==> config.mk <==
export PLATFORM = sky130hd
export DESIGN_NAME = enc164_queue
export DESIGN_NICKNAME = d
export VERILOG_FILES = /design/src/rtl/enc164_queue.sv
export SDC_FILE = /design/constraint.sdc
export NUM_CORES = 1
export LEC_CHECK = 0
export ABC_AREA = 1
export CAP_MARGIN = 20
export CORE_MARGIN = 2
export CORE_UTILIZATION = 25
export DETAILED_ROUTE_END_ITERATION = 8
export HOLD_SLACK_MARGIN = 0.08
export SETUP_SLACK_MARGIN = 0.4
export SLEW_MARGIN = 10
export SYNTH_ARGS = -nofsm -noshare
export SYNTH_HDL_FRONTEND = slang
export SYNTH_SLANG_ARGS = --single-unit
==> constraint.sdc <==
create_clock -name clk -period 12.4 [get_ports clk]
set_clock_uncertainty 0.05 [all_clocks]
set_input_delay 2.48 -clock clk [delete_from_list [all_inputs] [get_ports clk]]
set_output_delay 2.48 -clock clk [all_outputs]
set_load 0.005 [all_outputs]
==> src/rtl/enc164_queue.sv <==
// rtl/enc164_queue.sv - sequential 16-to-4 encoder: latches request lines, issues lowest index per handshake
module enc164_queue #(
    parameter int N_IN  = 16,
    parameter int IDX_W = 4
) (
    input  logic             clk,
    input  logic             rst,
    input  logic [N_IN-1:0]  in,
    output logic [IDX_W-1:0] out_idx,
    output logic             out_valid,
    input  logic             out_ready,
    output logic [N_IN-1:0]  pending,
    output logic [IDX_W:0]   count,
    output logic             overflow
);

    typedef enum logic {
        S_IDLE = 1'b0,
        S_HOLD = 1'b1
    } state_t;

    state_t           state_q, state_d;
    logic [IDX_W-1:0] out_idx_q, out_idx_d;
    logic [N_IN-1:0]  pending_q, pending_d;
    logic [IDX_W:0]   count_q, count_d;
    logic             overflow_q, overflow_d;

    logic [N_IN-1:0]  avail;
    logic [IDX_W-1:0] low_idx;
    logic             load;

    assign avail = pending_q | in;
    assign load  = (state_q == S_IDLE) || out_ready;

    // Scan from the top so the lowest set bit is the last assignment.
    always_comb begin
        low_idx = '0;
        for (int i = N_IN - 1; i >= 0; i--) begin
            if (avail[i]) begin
                low_idx = IDX_W'(i);
            end
        end
    end

    always_comb begin
        state_d    = state_q;
        out_idx_d  = out_idx_q;
        pending_d  = avail;
        overflow_d = |(in & pending_q);
        if (load) begin
            if (avail != '0) begin
                out_idx_d          = low_idx;
                pending_d          = avail;
                pending_d[low_idx] = 1'b0;
                state_d            = S_HOLD;
            end else begin
                pending_d = '0;
                state_d   = S_IDLE;
            end
        end
    end

    // Count tracks the next pending value so it never lags pending.
    always_comb begin
        count_d = '0;
        for (int i = 0; i < N_IN; i++) begin
            count_d = count_d + {{IDX_W{1'b0}}, pending_d[i]};
        end
    end

    always_ff @(posedge clk or posedge rst) begin
        if (rst) begin
            state_q    <= S_IDLE;
            out_idx_q  <= '0;
            pending_q  <= '0;
            count_q    <= '0;
            overflow_q <= 1'b0;
        end else begin
            state_q    <= state_d;
            out_idx_q  <= out_idx_d;
            pending_q  <= pending_d;
            count_q    <= count_d;
            overflow_q <= overflow_d;
        end
    end

    assign out_idx   = out_idx_q;
    assign out_valid = (state_q == S_HOLD);
    assign pending   = pending_q;
    assign count     = count_q;
    assign overflow  = overflow_q;

endmodule

# After elaboration in Yosys (flattened, before gate mapping)
# Index checks and enable logic that the tools add are counted.
[word_totals] regBits=27 latchBits=0 mem_bits_rw=0 rom_bits=0 in_bits=19 out_inout_bits=27 wordCells=53 mem_count=0
[classes] addsub=15 n_mul=0 div=0 n_lt_le_gt_ge=2 n_eq_ne=0 shifts=0 mux=21 n_bitwise=5 n_reduce_logical=5
[ops] cell="4-bit two-way mux" count=16
[ops] cell="5-bit by 1-bit adder with 5-bit output" count=11
[ops] cell="16-bit AND" count=2
[ops] cell="16-bit two-way mux" count=2
[ops] cell="16-bit NOT" count=1
[ops] cell="16-bit OR" count=1
[ops] cell="16-bit nonzero test" count=1
[ops] cell="16-bit OR reduction" count=1
[ops] cell="4-bit by 1-bit adder with 5-bit output" count=1
[ops] cell="4-bit by 5-bit < comparator with 1-bit output, second input constant" count=1
[ops] cell="3-bit by 1-bit adder with 4-bit output" count=1
[ops] cell="1-bit demux with 4-bit select" count=1
[ops] cell="4-bit by 1-bit greater-or-equal comparator with 1-bit output, second input constant" count=1
[ops] cell="2-bit by 1-bit adder with 3-bit output" count=1
[ops] cell="1-bit by 1-bit adder with 2-bit output" count=1
[ops] cell="1-bit two-way mux" count=2
[ops] cell="2-bit AND reduction" count=1
[ops] cell="1-bit logical AND" count=1
[ops] cell="1-bit logical OR" count=1
[ops] cell="1-bit NOT" count=1

# Longest topological paths before layout
# Gate-level depths: netlist of the first run.
[logic_depth] depth_word=40 mapped_depth=29 ltp_nobuf=29

# Worst setup path before layout of the first run
# No wires, ideal clock.
[synth_timing] path_kind="input to register" startpoint="input port in[1]" endpoint="register count_q[2], in the netlist count[2]" setup_ns=0.126 arrival_time_ns=6.303 required_time_ns=12.224 path_slack_ns=5.921 stages=21 path_buffers=0 path_cell_list="nor2_2 -> inv_1 -> nor2_4 -> nand2_4 -> nor2_4 -> inv_2 -> nor2_2 -> nand2_2 -> nor2_4 -> nand4_1 -> nand2_1 -> inv_1 -> fa_1 -> fa_1 -> inv_1 -> fa_1 -> inv_1 -> fa_1 -> ha_1 -> fa_1 -> xor2_1"
[synth_via] word_cells_on_any_way=28 classes_between="add/sub (15); order compare (2); mux (6); bitwise (3); reduce/logical (2)"
[synth_rtl] element="from (decl)" line="8" text="input logic [N_IN-1:0] in,"
[synth_rtl] element="16-bit OR *" line="32" text="assign avail = pending_q | in;"
[synth_rtl] element="4-bit two-way mux (2 in series)" line="39" text="if (avail[i]) begin"
[synth_rtl] element="4-bit by 5-bit < comparator with 1-bit output (implied by the code) or 4-bit by 1-bit greater-or-equal comparator with 1-bit output (tied branches)" line="54" text="pending_d[low_idx] = 1'b0;"
[synth_rtl] element="1-bit logical AND (implied by the code)" line="54"
[synth_rtl] element="1-bit two-way mux (implied by the code)" line="54"
[synth_rtl] element="1-bit demux with 4-bit select" line="54"
[synth_rtl] element="16-bit NOT (no line)"
[synth_rtl] element="16-bit AND (no line)"
[synth_rtl] element="16-bit two-way mux *" line="51" text="if (avail != '0) begin"
[synth_rtl] element="16-bit two-way mux *" line="50" text="if (load) begin"
[synth_rtl] element="via pending_d[11]" line="24" text="logic [N_IN-1:0] pending_q, pending_d;"
[synth_rtl] element="5-bit by 1-bit adder with 5-bit output * (5 in series)" line="67" text="count_d = count_d + {{IDX_W{1'b0}}, pending_d[i]};"
[synth_rtl] element="via count_d[2]" line="25" text="logic [IDX_W:0] count_q, count_d;"
[synth_rtl] element="to (signal assigned)" line="82" text="count_q <= count_d;"
[synth_rtl] element="to (decl)" line="25"
# The timed path passes the listed nets; every way through them passes the cells marked *.
# A chain may end at the register's enable or synchronous reset.

# Worst setup path in the final report of the first run
[layout_timing] startpoint="input port in[4]" endpoint="register count_q[2], in the netlist count[2]"
[layout_via] word_cells_on_any_way=31 classes_between="add/sub (15); order compare (2); mux (9); bitwise (3); reduce/logical (2)"
[layout_rtl] element="16-bit OR *" line="32"
[layout_rtl] element="4-bit two-way mux (5 in series)" line="39"
[layout_rtl] element="4-bit by 5-bit < comparator with 1-bit output (implied by the code) or 4-bit by 1-bit greater-or-equal comparator with 1-bit output (tied branches)" line="54"
[layout_rtl] element="1-bit logical AND (implied by the code)" line="54"
[layout_rtl] element="1-bit two-way mux (implied by the code)" line="54"
[layout_rtl] element="1-bit demux with 4-bit select" line="54"
[layout_rtl] element="16-bit NOT (no line)"
[layout_rtl] element="16-bit AND (no line)"
[layout_rtl] element="16-bit two-way mux *" line="51"
[layout_rtl] element="16-bit two-way mux *" line="50"
[layout_rtl] element="via pending_d[11]" line="24"
[layout_rtl] element="5-bit by 1-bit adder with 5-bit output * (5 in series)" line="67"
[layout_rtl] element="via count_d[2]" line="25"
# Marks and branches as above.

==> flow_summary.toml, run 1 <==
[outcome]
status = "finished, final reports clean"

[drt]
num_vias = 1498
routedWlPerCell_um = 12.3
drc = 0
drt_iter0_drc = 99
drtPass1Iterations = 4
route.final.wire_length_um = 4390
viasPerCell = 4.20
postRouteAntennaNets = 0

[setup_path]
crit_top_cell = "fa_1"
critical_path_class = "in -> reg"
timing.critical_path.cells = "clkdlybuf4s50_1, nor2_1, inv_1, nor2_1, nand2_1, nor2_4, inv_2, nor2_2, nand2_2, nor2_4, nand4_1, nand2_1, inv_1, fa_1, fa_1, inv_1, fa_1, inv_1, fa_1, ha_1, fa_1, xor2_1"
worst-endpoint-arrival_ns = 7.11
cp-start-kind = "input port"
critical-path-slowest-cell = "fa_1"
worstPathRequired_ns = 12.51
worst_path_fanout_max = 4
crit_path_max_incr_delay_ns = 0.52
critPathCaptureType = "flip-flop"

[sta]
period_share_pct = 56.4
timing.fmax_mhz = 143
fin_tns_setup_ns = 0
setup_violations = 0
slew_viol_final = 0
worst_slew_margin_rel_pct = 62.8
worst-slew-pin-transition_ns = 0.555
fin_hold_ws_ns = 0.436
min_period_ns = 7.00
rsz0062_at_grt = "false"
hold_viol = 0

[global_routing]
global_route.overflow_total = 0
grtUsageTotal_pct = 11.6
via_count_of_the_first_global_routing_pass = 1484
pin_count_of_the_biggest_net_entering_global_routing = 28
global_route_wire_length_before_repair_um = 6980
antenna_found_initial = 0

[min_path]
holdCritPathClass = "reg -> reg"

[die]
die-height_um = 89.0
start_util_pct = 26.1
core_area_sq_um = 6910
design.die.area_sq_um = 7910
io-pin-count = 46
placementRows = 30
horizontal_die_dimension_um = 89.0

[clocking]
clkLatencyLatePin_ns = 0.29
clk_root_buffer_cell = "clkbuf_8"
path_clk_slew_ns = 0.11
max-clock-path-buffers = 2
tritoncts = "built"
setup_fix_buffers_added_after_clock_tree_synthesis = 0
cts_repair_resize_count = 0
clock-sinks = 27
cts_max_level = 1
total_of_hold_buffers_inserted_after_clock_tree_synthesis = 0
tritoncts.num_buffers = 3

[synthesis]
ys_ff_latch = 27
synth_area_leaders = "dfrtp_1 37%, fa_1 11%, inv_1 8.7%"
postSynth.topFlopCell = "dfrtp_1"
synth_async_sr_flop_share_pct = 100
synth.yosys.seq_area_share_pct = 37.4
synth_edf_count = 0
syn_avg_cell_area_sq_um = 8.55
yosysTopAreaCell = "dfrtp_1"
synth_nets = 245
ys.warnings.count = 0
syn-cell-area_sq_um = 1800
yosys.cell_types.count = 25
synth_cells = 211
synth_top_area_share_pct = 37.4

[run]
drv.max_cap_violation_count = 0

[power_and_ir_drop]
ir_worst_vdd_mv = 0.0460
p_leak_uw = 0.000976
report.power.total_uw = 208
power_density_nw_per_um2 = 84.8

[place]
hpwl_um = 3540
dp_cells = 352
gp_congestion = 0.863
numPortBuffers = 45

[cells_and_area]
flow.area_growth_from_synthesis_pct = 35.9
finish.cell_count_without_fillers = 357
post_route_cells_drive_above_1_share_pct = 15.7
number_of_nets_in_the_finished_design = 296
num_antenna_cells = 0
## placed cells by master (no fill, tap or decap)
cell type / instances
o31ai_1: 1
o21ai_1: 1
a21oi_4: 1
nand4_1: 9
nor2_4: 6
nand2_4: 4
nor2_2: 8
nor3_2: 1
clkinv_1: 1
nand2_1: 40
clkinvlp_4: 1
a21boi_0: 1
inv_2: 9
nand3_2: 1
fa_1: 10
ha_1: 5
nand2_2: 5
dfrtp_1: 27
nor2_1: 16
o21ai_0: 3
xor2_1: 2
clkdlybuf4s50_1: 45
a221oi_1: 4
buf_16: 1
nand3_1: 10
a21oi_1: 1
inv_1: 41
clkbuf_8: 3
o21ai_2: 1
a22o_1: 3
## flip-flops by register name, indices dropped and copies added, names as in the netlist
signal / count
out_idx: 4
out_valid: 1
pending: 16
count: 5
overflow: 1
## cell type report
cell class                 instances  area (sq um)
fill                             730          4460
inverter                          51           191
clock buffer                       3          41.3
tap                               96           120
clock inverter                     1          7.51
sequential                        27           676
timing repair buffer              46           478
multi-input combinational        133           937
## metrics by stage
stage          utilization [%]  worst slack, ns  area, sq um
5_1_grt                   35.5             5.09         2450
3_3_place_gp              34.4             5.19         2370
2_1_floorplan                -             5.92         1800
3_5_place_dp              34.4             5.14         2370
6_report                  35.5             5.40         2450
4_1_cts                   35.1             5.40         2420
## cells by family after synthesis
group                      after synthesis  synth area share [%]
AOI/OAI and AO/OA                       16                  7.00
xor gates and xnor gates                 2                 0.971
adders and majority gates               15                  14.6
buffers and inverters                   51                  10.6
DFF                                     27                  37.4
and+or+nand+nor                        100                  29.4
## per-layer routing
metal	up-vias	global-route usage, %	part of all wire, %
li1	751	-	-
met1	693	16.2	48
met2	45	18.1	45
met3	9	2.22	5.5
met4	0	4.21	1.5
met5	-	0	0
## cells in the mapped netlist, types with 2 or more instances
| cell type | count |
|---|---|
| a22o_1 | 3 |
| inv_1 | 42 |
| nand3_1 | 10 |
| nand2_1 | 40 |
| nor2_4 | 6 |
| xor2_1 | 2 |
| a221oi_1 | 4 |
| nor2_1 | 16 |
| nand2_4 | 4 |
| o21ai_0 | 3 |
| nand4_1 | 9 |
| ha_1 | 5 |
| inv_2 | 9 |
| nor2_2 | 8 |
| fa_1 | 10 |
| nand2_2 | 5 |
| dfrtp_1 | 27 |
## report_power, final
group / internal, uW / switching, uW / leakage [uW]
registers: 96.1 / 3.49 / 0.000278
logic: 30.4 / 24.5 / 0.000676
clock network: 22.9 / 30.7 / 0.0000217
## path summary, 6_finish.rpt
path	from	slack (ns)	depth (start not counted)	endpoint
worst max-delay path	in[4]	5.40	22	count[2]
worst min-delay path	out_idx[3]	0.44	2	out_idx[3]
worst max register to register	pending[4]	7.59	21	count[2]
worst min register to register	out_idx[3]	0.44	2	out_idx[3]
max in group asynchronous	rst	9.45	3	pending[12]
min in group asynchronous	rst	2.42	2	pending[7]
## critical path, delay by kind of cell
| family | cells | cell delay (ns) |
|---|---|---|
| buffers and inverters | 6 | 0.73 |
| XOR/XNOR | 1 | 0.18 |
| AND/OR/NAND/NOR | 9 | 1.12 |
| adder cells (fa/ha/maj) | 6 | 2.60 |
No activity file was read; power rests on OpenSTA's default activity.
==> run 2: changes to the inputs <==
==> constraint.sdc (replaced) <==
create_clock -name clk -period 7.25 [get_ports clk]
set_clock_uncertainty 0.05 [all_clocks]
set_input_delay 1.45 -clock clk [delete_from_list [all_inputs] [get_ports clk]]
set_output_delay 1.45 -clock clk [all_outputs]
set_load 0.005 [all_outputs]
==> flow_summary.toml, run 2 (synthesized netlist as in run 1, its figures left out) <==
[outcome]
status = "finished, final reports clean"

[clocking]
path_clk_slew_ns = 0.09
clkLatencyLatePin_ns = 0.27
total_of_hold_buffers_inserted_after_clock_tree_synthesis = 0
cts_max_level = 1
max-clock-path-buffers = 2
clk_root_buffer_cell = "clkbuf_8"
tritoncts = "built"
clock-sinks = 27
tritoncts.num_buffers = 3
setup_fix_buffers_added_after_clock_tree_synthesis = 0
cts_repair_resize_count = 0

[setup_path]
worst_path_fanout_max = 3
critical_path_class = "in -> reg"
cp-start-kind = "input port"
worstPathRequired_ns = 7.36
critPathCaptureType = "flip-flop"
worst-endpoint-arrival_ns = 6.07

[cells_and_area]
num_antenna_cells = 0
finish.cell_count_without_fillers = 357
layout_commonest_cell = "clkdlybuf4s50_1"
final_cell_mix = "45 x clkdlybuf4s50_1, 41 x inv_1, 40 x nand2_1"
flow.area_growth_from_synthesis_pct = 35.6
fin_util_pct = 35.4
largest_reg_flops = 16
final.fill_count = 748
number_of_nets_in_the_finished_design = 296
post_route_cells_drive_above_1_share_pct = 15.3

[drt]
routed-wl-met3_um = 282
highest-signal-layer = "met4"
drc = 0
met1_length_um = 2060
viasPerCell = 4.20
detailroute.wirelength.met2_um = 1990
num_vias = 1498
drtPass1Iterations = 5
routedWlPerCell_um = 12.2
postRouteAntennaNets = 0
route.final.wire_length_um = 4370
drt_iter0_drc = 85

[global_routing]
grtUsageTotal_pct = 11.4
global_route.overflow_total = 0
antenna_found_initial = 0
pin_count_of_the_biggest_net_entering_global_routing = 28
global_route_wire_length_before_repair_um = 6930
via_count_of_the_first_global_routing_pass = 1457

[place]
dp_cells = 352
gp_congestion = 0.863
numPortBuffers = 45
hpwl_um = 3570

[die]
io-pin-count = 46
core_area_sq_um = 6910
design.die.area_sq_um = 7910
horizontal_die_dimension_um = 89.0
placementRows = 30
die-height_um = 89.0
start_util_pct = 26.1

[sta]
fin_tns_setup_ns = 0
hold_viol = 0
min_period_ns = 5.96
slew_viol_final = 0
period_share_pct = 82.1
worst-slew-pin-transition_ns = 0.601
rsz0062_at_grt = "false"
setup_violations = 0
worst_slew_margin_rel_pct = 59.9
fin_hold_ws_ns = 0.428
timing.fmax_mhz = 168

[power_and_ir_drop]
report.power.total_uw = 350
power_density_nw_per_um2 = 143
p_leak_uw = 0.000977
ir_worst_vdd_mv = 0.0607

[min_path]
holdCritPathClass = "reg -> reg"

[run]
drv.max_cap_violation_count = 0
[run 2: stage by stage]
step | instance area, sq um | worst slack (ns)
after floorplan | 1800 | 1.80
after global placement | 2370 | 1.07
after detailed placement | 2370 | 1.02
after CTS | 2420 | 1.31
after global routing | 2450 | 1.01
final | 2450 | 1.29
[run 2: where the power goes]
group / leakage (uW) / internal [uW] / total (uW) / switching, uW
clock network: 0.0000228 / 39.4 / 86.8 / 47.4
logic: 0.000676 / 51.8 / 93.4 / 41.5
registers: 0.000278 / 164 / 170 / 5.79
[run 2: critical path, stage by stage]
cell and delay (ns):
clkdlybuf4s50_1 0.42, nor2_1 0.18, inv_1 0.09, nor2_1 0.21, nand2_1 0.09, nor2_2 0.20, o21ai_2 0.10, nor2_1 0.21
nand4_1 0.13, nand2_1 0.12, fa_1 0.46, fa_1 0.53, fa_1 0.56, inv_1 0.06, fa_1 0.45, ha_1 0.22
fa_1 0.41, xor2_1 0.18
[run 2: worst paths after layout]
path	start	to	slack, ns	depth (start not counted)
worst max register to register	pending[8]	count[2]	2.48	17
min in group asynchronous	rst	count[3]	1.41	2
worst min register to register	out_idx[3]	out_idx[3]	0.43	2
worst max-delay path	in[8]	count[2]	1.29	18
max in group asynchronous	rst	out_idx[0]	5.33	3
worst min-delay path	out_idx[3]	out_idx[3]	0.43	2
[run 2: per-layer routing]
metal	up-vias	track usage [%]
li1	751	-
met1	685	16.4
met2	58	17.5
met3	4	2.68
met4	0	2.58
met5	-	0
[run 2: final cells by class]
| class | count | area (sq um) | share of cell area, % |
|---|---|---|---|
| multi-input combinational | 133 | 937 | 38.3 |
| tap | 96 | 120 | 4.91 |
| inverter | 51 | 191 | 7.82 |
| sequential | 27 | 676 | 27.6 |
| timing repair buffer | 46 | 478 | 19.5 |
| clock buffer | 4 | 45.0 | 1.84 |
==> run 3: changes to the inputs <==
==> constraint.sdc (replaced) <==
create_clock -name clk -period 5.65 [get_ports clk]
set_clock_uncertainty 0.05 [all_clocks]
set_input_delay 1.13 -clock clk [delete_from_list [all_inputs] [get_ports clk]]
set_output_delay 1.13 -clock clk [all_outputs]
set_load 0.005 [all_outputs]
==> flow_summary.toml, run 3 (synthesized netlist as in run 1, its figures left out) <==
[clocking]
clkLatencyLatePin_ns = 0.28
max-clock-path-buffers = 2
clock-sinks = 27
path_clk_slew_ns = 0.10
tritoncts = "built"
tritoncts.num_buffers = 3
clk_root_buffer_cell = "clkbuf_8"
cts_max_level = 1
total_of_hold_buffers_inserted_after_clock_tree_synthesis = 0

[sta]
hold_viol = 0
timing.fmax_mhz = 191
slew_viol_final = 0
period_share_pct = 92.4
worst-slew-pin-transition_ns = 0.535
min_period_ns = 5.22
setup_violations = 0
fin_tns_setup_ns = 0
rsz0062_at_grt = "true"
worst_slew_margin_rel_pct = 64.1

[die]
core_area_sq_um = 6910
start_util_pct = 26.1
io-pin-count = 46
design.die.area_sq_um = 7910
die-height_um = 89.0
horizontal_die_dimension_um = 89.0
placementRows = 30

[run]
drv.max_cap_violation_count = 0

[power_and_ir_drop]
switchingPower_uw = 131
p_leak_uw = 0.00147
combPwrFrac_pct = 29.3
power.share.clock_pct = 24.3
report.power.total_uw = 469
ir_worst_vdd_mv = 0.0820
power_density_nw_per_um2 = 143
seqPwrFrac_pct = 46.4
power.share.switching_pct = 28.0
p_int_uw = 338

[setup_path]
worst_path_fanout_max = 4
worst-endpoint-arrival_ns = 5.34
critical_path_class = "in -> reg"
worstPathRequired_ns = 5.77
critPathCaptureType = "flip-flop"
cp-start-kind = "input port"

[drt]
routedWlPerCell_um = 12.6
drtPass1Iterations = 4
num_vias = 1847
drt_iter0_drc = 75
viasPerCell = 4.13
postRouteAntennaNets = 0
drc = 0
route.final.wire_length_um = 5630

[place]
gp_congestion = 0.882
numPortBuffers = 45
hpwl_um = 3800
dp_cells = 390
dpl_cell_area_sq_um = 2670

[cells_and_area]
final_cell_mix = "83 x buf_4, 31 x inv_1, 29 x clkdlybuf4s50_1"
final.fill_count = 682
flow.area_growth_from_synthesis_pct = 81.8
fin_util_pct = 47.5
post_route_cells_drive_above_1_share_pct = 49.3
multi_input_comb_area_sq_um = 1070
layout.area.seq_sq_um = 676
num_antenna_cells = 0
number_of_nets_in_the_finished_design = 386
largest_reg_flops = 16
layout_commonest_cell = "buf_4"
finish.cell_count_without_fillers = 447
design_area_sq_um = 3280

[global_routing]
antenna_found_initial = 0
global_route.overflow_total = 0
via_count_of_the_first_global_routing_pass = 1870
grtUsageTotal_pct = 14.5
pin_count_of_the_biggest_net_entering_global_routing = 28
global_route_wire_length_before_repair_um = 8690

[outcome]
status = "finished, final reports clean"

[min_path]
holdCritPathClass = "reg -> reg"
-- run 3: cell types whose count changed in the layout (fill, tap and decap cells not counted), sizes merged --
cell,delta
clkdlybuf4s50,-16
clkdlybuf4s15,+2
clkbuf,+3
dlygate4sd2,+9
buf,+92
-- run 3: worst paths after layout --
check                       startpoint          end  slack, ns  cells after the start
setup / recovery                in[15]     count[2]       0.43                     28
hold / removal              out_idx[3]   out_idx[3]       0.43                      2
setup reg to reg           pending[14]  pending[13]       0.93                     42
hold reg to reg             out_idx[3]   out_idx[3]       0.43                      2
max in group asynchronous          rst   pending[0]       4.06                      3
min in group asynchronous          rst     count[3]       1.09                      2
-- run 3: cell type report --
type	count	share of cell area, %
multi-input combinational	133	32.7
inverter	51	5.91
clock buffer	4	1.37
tap	96	3.66
timing repair buffer	136	35.8
sequential	27	20.6
-- run 3: power by group through the flow --
stage	Combinational, uW	Sequential [uW]	Clock, uW
2_1_floorplan	51.1	224	0
3_3_place_gp	125	223	0
3_5_place_dp	127	222	0
4_1_cts	128	218	120
5_1_grt	153	220	128
6_report	138	218	114
-- run 3: per-stage QoR --
| step | hold WS [ns] | setup slack [ns] |
|---|---|---|
| finish | 0.426 | 0.427 |
| global route | 0.481 | 0.248 |
| CTS | 0.434 | 0.402 |
| detailed placement | 0.409 | -0.265 |
| global placement | 0.409 | -0.192 |
| floorplan | 0.415 | 0.521 |
-- run 3: repair_timing --
item | CTS | global route
cloned | 0 | 0
setup endpoints to repair | 4 | 5
pin swaps | 49 | 42
resized for setup | 52 | 37
buffers inserted | 41 | 11
-- run 3: metal layers --
metal | wire length, um | part of all wire [%] | track usage (%)
met5 | 0 | 0 | 0
met4 | 112 | 2.0 | 4.34
met3 | 235 | 4.2 | 3.14
met2 | 2840 | 50 | 24.6
met1 | 2450 | 43 | 18.7
-- run 3: critical path, stage by stage --
cell,delay [ns]
buf_6,0.10
inv_4,0.05
nand2_4,0.05
nand2_2,0.05
nand2_1,0.06
nand2_1,0.09
nand2_2,0.05
nand2_2,0.08
nand2_2,0.05
nand2_2,0.07
nand2_1,0.05
nand2_1,0.05
nand2_1,0.05
nand2_2,0.07
nand2_4,0.07
nand2_4,0.07
nand2_4,0.06
buf_6,0.11
nand4_1,0.12
nand2_2,0.09
fa_1,0.56
fa_1,0.44
fa_1,0.57
inv_2,0.04
fa_1,0.47
ha_2,0.21
fa_2,0.35
xor2_1,0.15
